## src/rtl/cam_frame_writer.sv

```systemverilog
// rtl/cam_frame_writer.sv - OV7670-style camera capture into a linear RGB565 frame buffer
// Camera signals are oversampled on clk; all pixel events key off a detected pclk rising edge.
module cam_frame_writer #(
  parameter int H_ACTIVE = 320,
  parameter int V_ACTIVE = 240,
  parameter int ADDR_W   = 17
) (
  input  logic              clk,
  input  logic              reset,
  input  logic              capture_en,
  input  logic              cam_pclk,
  input  logic              cam_vsync,
  input  logic              cam_href,
  input  logic [7:0]        cam_data,
  output logic              wr_en,
  output logic [ADDR_W-1:0] wr_addr,
  output logic [15:0]       wr_data,
  output logic              capturing,
  output logic              frame_done,
  output logic              frame_err,
  output logic [7:0]        frame_count
);

  localparam int COL_W = $clog2(H_ACTIVE + 1);
  localparam int ROW_W = $clog2(V_ACTIVE + 1);

  typedef enum logic [1:0] {IDLE, SYNC, ACTIVE} state_t;

  state_t r_state, w_next;

  logic r_pclk_s1, r_pclk_s2, r_pclk_d;
  logic r_vs_s1, r_vs_s2, r_vs_d;
  logic r_href_s1, r_href_s2, r_href_d;
  logic [7:0] r_data_s1, r_data_s2;

  logic [7:0]        r_hi;
  logic              r_phase;
  logic [COL_W-1:0]  r_col;
  logic [ROW_W-1:0]  r_row;
  logic [ADDR_W-1:0] r_base;

  logic w_pclk_rise, w_vs_rise, w_vs_fall, w_href_fall;
  logic w_start, w_end;

  assign w_pclk_rise = r_pclk_s2 & ~r_pclk_d;
  assign w_vs_rise   = r_vs_s2 & ~r_vs_d;
  assign w_vs_fall   = ~r_vs_s2 & r_vs_d;
  assign w_href_fall = ~r_href_s2 & r_href_d;
  assign w_start     = (r_state == SYNC) && w_vs_fall && capture_en;
  assign w_end       = (r_state == ACTIVE) && w_vs_rise;

  always_ff @(posedge clk) begin
    if (!reset) begin
      r_pclk_s1 <= 1'b0; r_pclk_s2 <= 1'b0; r_pclk_d <= 1'b0;
      r_vs_s1   <= 1'b0; r_vs_s2   <= 1'b0; r_vs_d   <= 1'b0;
      r_href_s1 <= 1'b0; r_href_s2 <= 1'b0; r_href_d <= 1'b0;
      r_data_s1 <= 8'd0; r_data_s2 <= 8'd0;
    end else begin
      r_pclk_s1 <= cam_pclk;  r_pclk_s2 <= r_pclk_s1; r_pclk_d <= r_pclk_s2;
      r_vs_s1   <= cam_vsync; r_vs_s2   <= r_vs_s1;   r_vs_d   <= r_vs_s2;
      r_href_s1 <= cam_href;  r_href_s2 <= r_href_s1; r_href_d <= r_href_s2;
      r_data_s1 <= cam_data;  r_data_s2 <= r_data_s1;
    end
  end

  always_ff @(posedge clk) begin
    if (!reset) r_state <= IDLE;
    else        r_state <= w_next;
  end

  // IDLE only leaves on a vsync rise, so capture never begins part-way through a frame.
  always_comb begin
    w_next = r_state;
    case (r_state)
      IDLE:    if (w_vs_rise) w_next = SYNC;
      SYNC:    if (w_vs_fall && capture_en) w_next = ACTIVE;
      ACTIVE:  if (w_vs_rise) w_next = SYNC;
      default: w_next = IDLE;
    endcase
  end

  always_ff @(posedge clk) begin
    if (!reset) begin
      wr_en       <= 1'b0;
      wr_addr     <= '0;
      wr_data     <= 16'd0;
      capturing   <= 1'b0;
      frame_done  <= 1'b0;
      frame_err   <= 1'b0;
      frame_count <= 8'd0;
      r_hi        <= 8'd0;
      r_phase     <= 1'b0;
      r_col       <= '0;
      r_row       <= '0;
      r_base      <= '0;
    end else begin
      wr_en      <= 1'b0;
      frame_done <= 1'b0;
      if (w_start) begin
        capturing <= 1'b1;
        r_row     <= '0;
        r_col     <= '0;
        r_base    <= '0;
        r_phase   <= 1'b0;
      end else if (w_end) begin
        capturing   <= 1'b0;
        frame_done  <= 1'b1;
        frame_count <= frame_count + 8'd1;
        if (r_row != ROW_W'(V_ACTIVE)) frame_err <= 1'b1;
      end else if (r_state == ACTIVE) begin
        if (w_href_fall) begin
          // Row and base saturate at V_ACTIVE so surplus lines are silently dropped.
          if (r_col != '0) begin
            r_col <= '0;
            if (r_row != ROW_W'(V_ACTIVE)) begin
              r_row  <= r_row + 1'b1;
              r_base <= r_base + ADDR_W'(H_ACTIVE);
            end
          end
          if (r_phase) begin
            r_phase   <= 1'b0;
            frame_err <= 1'b1;
          end
        end else if (w_pclk_rise && r_href_s2) begin
          if (!r_phase) begin
            r_hi    <= r_data_s2;
            r_phase <= 1'b1;
          end else begin
            r_phase <= 1'b0;
            if (r_col < COL_W'(H_ACTIVE) && r_row < ROW_W'(V_ACTIVE)) begin
              wr_en   <= 1'b1;
              wr_addr <= r_base + ADDR_W'(r_col);
              wr_data <= {r_hi, r_data_s2};
              r_col   <= r_col + 1'b1;
            end else if (r_col >= COL_W'(H_ACTIVE)) begin
              frame_err <= 1'b1;
            end
          end
        end
      end
    end
  end

endmodule

```

## config.mk

```make
export PLATFORM = sky130hd
export DESIGN_NAME = cam_frame_writer
export DESIGN_NICKNAME = d
export VERILOG_FILES = /design/src/rtl/cam_frame_writer.sv
export SDC_FILE = /design/constraint.sdc
export NUM_CORES = 1
export LEC_CHECK = 0
export ABC_AREA = 1
export CAP_MARGIN = 20
export CORE_MARGIN = 2
export CORE_UTILIZATION = 55
export DETAILED_ROUTE_END_ITERATION = 16
export GPL_ROUTABILITY_DRIVEN = 0
export GPL_TIMING_DRIVEN = 0
export PLACE_DENSITY_LB_ADDON = 0.08
export SLEW_MARGIN = 20
export SYNTH_ARGS = -nofsm -noshare
export SYNTH_HDL_FRONTEND = slang
export SYNTH_SLANG_ARGS = --single-unit
```

## constraint.sdc

```tcl
create_clock -name clk -period 2 [get_ports clk]
set_clock_uncertainty 0.15 [all_clocks]
set_input_delay 0.4 -clock clk [delete_from_list [all_inputs] [get_ports clk]]
set_output_delay 0.4 -clock clk [all_outputs]
set_load 0.005 [all_outputs]
```

==> impl_metrics.toml <==
[synthesis]
ys_types = 31
syn_inst = 634
ys_seq_area_share_pct = 45.24
syn-cell-area_mm2 = 0.004823
synth_edf_count = 0
synthArstFlopShare_pct = 0
ys_ff_latch = 109
yosysWarnings = 0
syn_area_per_cell_um2 = 7.608
ys.flop_type = "dfxtp_1"
mappedNetlistNets = 658

[cts]
cts.path.max_buffers = 2
cts_tree = "done"
numCtsBuffers = 9
ctsHoldBuffers = 0
htreeDepth = 3
clk_pin_slew_ns = 0.11
cts_setup_buffers = 0
clock-sinks = 109
cts_root_buf = "clkbuf_8"
worstSkewPairLatency_ns = 0.37

[critical_path]
r2r_end = "wr_addr[12]$_SDFFE_PN0P_"
reg2reg_from = "r_base[6]$_SDFFE_PP0P_"
reg2reg_slack_ns = 0.12
crit_chain = "clkdlybuf4s50_1"
endpoint_kind = "output pin"
rr_worst_depth = 7
worstPathRequired_ns = 1.45
worst_path_max_delay_cell = "clkdlybuf4s50_1"
crit_family = "buffers and inverters"
cp.arrival_ns = 1.34
critical_path_class = "reg2out"
crit_path_max_fanout = 6
crit_path_max_incr_delay_ns = 0.53
critPathBufInv = 1
worstSetupStartpointType = "flop"

[die]
core-area_mm2 = 0.008593
dieArea_mm2 = 0.009535
die-height_um = 97.65
num_rows = 34
ios = 59
initial_utilization_pct = 56.13
die_x_um = 97.65

[drt]
drt_pass1_iterations = 5
avgViaCountPerCell = 5.188
drt_wl_total_mm = 10.94
drc = 0
wire_per_inst_um = 13.41
vias = 4233
drt_iter0_markers = 214
ant_nets = 0

[worst_hold_path]
worstHoldEndpoint = "r_data_s2[4]$_SDFF_PN0_"
hold_depth = 2
hold_start = "r_data_s1[4]$_SDFF_PN0_"
hold_path.class = "reg2reg"

[placement]
hpwl_mm = 7.907
pre_cts_ws_ns = -0.1840
dp.cells = 800
port-buffer-count = 58
place_area_mm2 = 0.005539

[timing]
drv_slew = 0
tightest_slew_ns = 0.6173
finalHoldWorstSlack_ns = 0.2746
slew_headroom_pct = 58.85
finalSetupViolCount = 0
rsz0062_at_grt = "no"
finalCriticalPeriod_ns = 1.889
final_hold_viol_count = 0
setup_slack_ns = 0.1112
fmax_ghz = 0.5294
period_share_pct = 94.44

[flow_run]
drv_cap = 0

[run_status]
status = "complete, no violations"

[global_routing]
grt_pass1_vias = 4043
overflow = 0
grt_pass1_wl_mm = 18.42
grt_use_total_pct = 23.65
grt_max_degree = 20
antenna_found_initial = 0

[cells_and_area]
fin_cells = 816
stdcell_area_mm2 = 0.005758
final_layout_size_suffix_gt1_share_pct = 12.29
n_antenna_cell = 0
fillers = 731
post-route-util_pct = 67.01
synthToLayoutAreaGrowth_pct = 19.38
final_nets = 727

[power]
ir_drop_mv = 0.4580
power.density_mw_per_mm2 = 649.8
power.leakage_nw = 2.416
[placed cells by master (no fill, tap or decap)]
cell,count
a21oi_1,40
a21oi_2,25
and2_1,1
buf_12,2
buf_2,6
buf_6,7
bufinv_16,1
clkbuf_1,7
clkbuf_2,1
clkbuf_8,10
clkdlybuf4s50_1,58
clkinv_1,1
clkinv_4,1
clkinvlp_4,1
dfxtp_1,109
fa_1,1
ha_1,9
inv_1,70
inv_2,9
inv_6,1
inv_8,2
nand2_1,155
nand2_2,7
nand2_4,1
nand3_1,28
nand3_2,5
nand3b_1,3
nand4_1,3
nor2_1,62
nor2_2,2
nor2_4,6
nor3_1,8
nor3b_1,1
o21ai_0,14
o21ai_1,37
xnor2_1,6
xor2_1,8
[power by group]
| group | switching (W) | total, W | internal [W] |
|---|---|---|---|
| sequential | 0.0000103 | 0.00220 | 0.00219 |
| combinational | 0.0000725 | 0.000117 | 0.0000449 |
| clock | 0.000784 | 0.00142 | 0.000638 |
[worst max path at each step]
stage / start / endpoint / slack (ns) / cells after the start
final: frame_count[3]$_SDFFE_PN0P_ / frame_count[3] / 0.11 / 1
after CTS: frame_count[3]$_SDFFE_PN0P_ / frame_count[3] / 0.09 / 1
after floorplan: r_base[6]$_SDFFE_PP0P_ / wr_addr[14]$_SDFFE_PN0P_ / 0.32 / 7
after global routing: r_col[0]$_SDFFE_PP0P_ / r_row[4]$_SDFFE_PP0P_ / 0.006 / 10
after detailed placement: reset / frame_count[0]$_SDFFE_PN0P_ / -0.18 / 5
after global placement: reset / frame_count[0]$_SDFFE_PN0P_ / -0.15 / 5
[registers in the layout, indices dropped and copies added (netlist names), 2 cells and up]
register	flops
r_col	9
frame_count	8
r_data_s2	8
r_data_s1	8
r_base	11
r_row	8
r_hi	8
wr_data	16
r_state	2
wr_addr	17
[cell families after synthesis]
kind of cell | after synthesis | synth area share (%)
buffers and inverters | 103 | 9.883
AND/OR/NAND/NOR | 282 | 25.60
XOR/XNOR | 14 | 2.542
flip-flops | 109 | 45.24
adder cells (fa/ha/maj) | 10 | 2.750
AO/OA/AOI/OAI | 116 | 13.98
[cell usage after synthesis (all sizes together), types with 6 or more instances]
master  instances  share of area, %
a21oi          65               8.7
buf            15               3.0
clkbuf          8              0.65
dfxtp         109                45
ha              9               2.3
inv            79               6.1
nand2         163                13
nand3          33               3.9
nor2           70               6.5
nor3            8              0.83
o21ai          51               5.3
xnor2           6               1.1
xor2            8               1.5
[tightest hold or removal path, delay by kind of cell (launching register included)]
kind / cells / cell delay, ns
flops: 1 / 0.31
buf+inv: 1 / 0.03
simple gates: 1 / 0.05
[through the flow]
step | total power [W] | setup TNS, ns
after floorplan | 0.002316 | 0
after global placement | 0.002367 | -1.691
after detailed placement | 0.002371 | -2.726
after CTS | 0.003759 | 0
after global routing | 0.003878 | 0
final | 0.003742 | 0
[layer usage]
layer,up-vias,GRT usage [%],wire length (um)
met1,1939,29.66,4817
met4,0,10.68,332
met5,-,0,0
li1,2138,-,-
met2,127,39.68,5253
met3,29,4.245,538
[cell type report]
class / instances / area [um2] / share of cell area, %
Timing Repair Buffer: 58 / 580.6 / 10.08
Multi-Input combinational cell: 422 / 2165 / 37.59
Tap cell: 108 / 135.1 / 2.347
Sequential cell: 109 / 2182 / 37.90
Inverter: 80 / 300.3 / 5.215
Clock buffer: 10 / 137.6 / 2.390
Buffer: 23 / 180.2 / 3.129
Clock inverter: 6 / 77.57 / 1.347
[timing repair]
item | in CTS | in global routing
endpoints found under the setup margin | 0 | 3
hold endpoints to repair | 0 | 0
gates resized for setup | 0 | 1
Note: power is estimated with default switching activity, not from simulation.
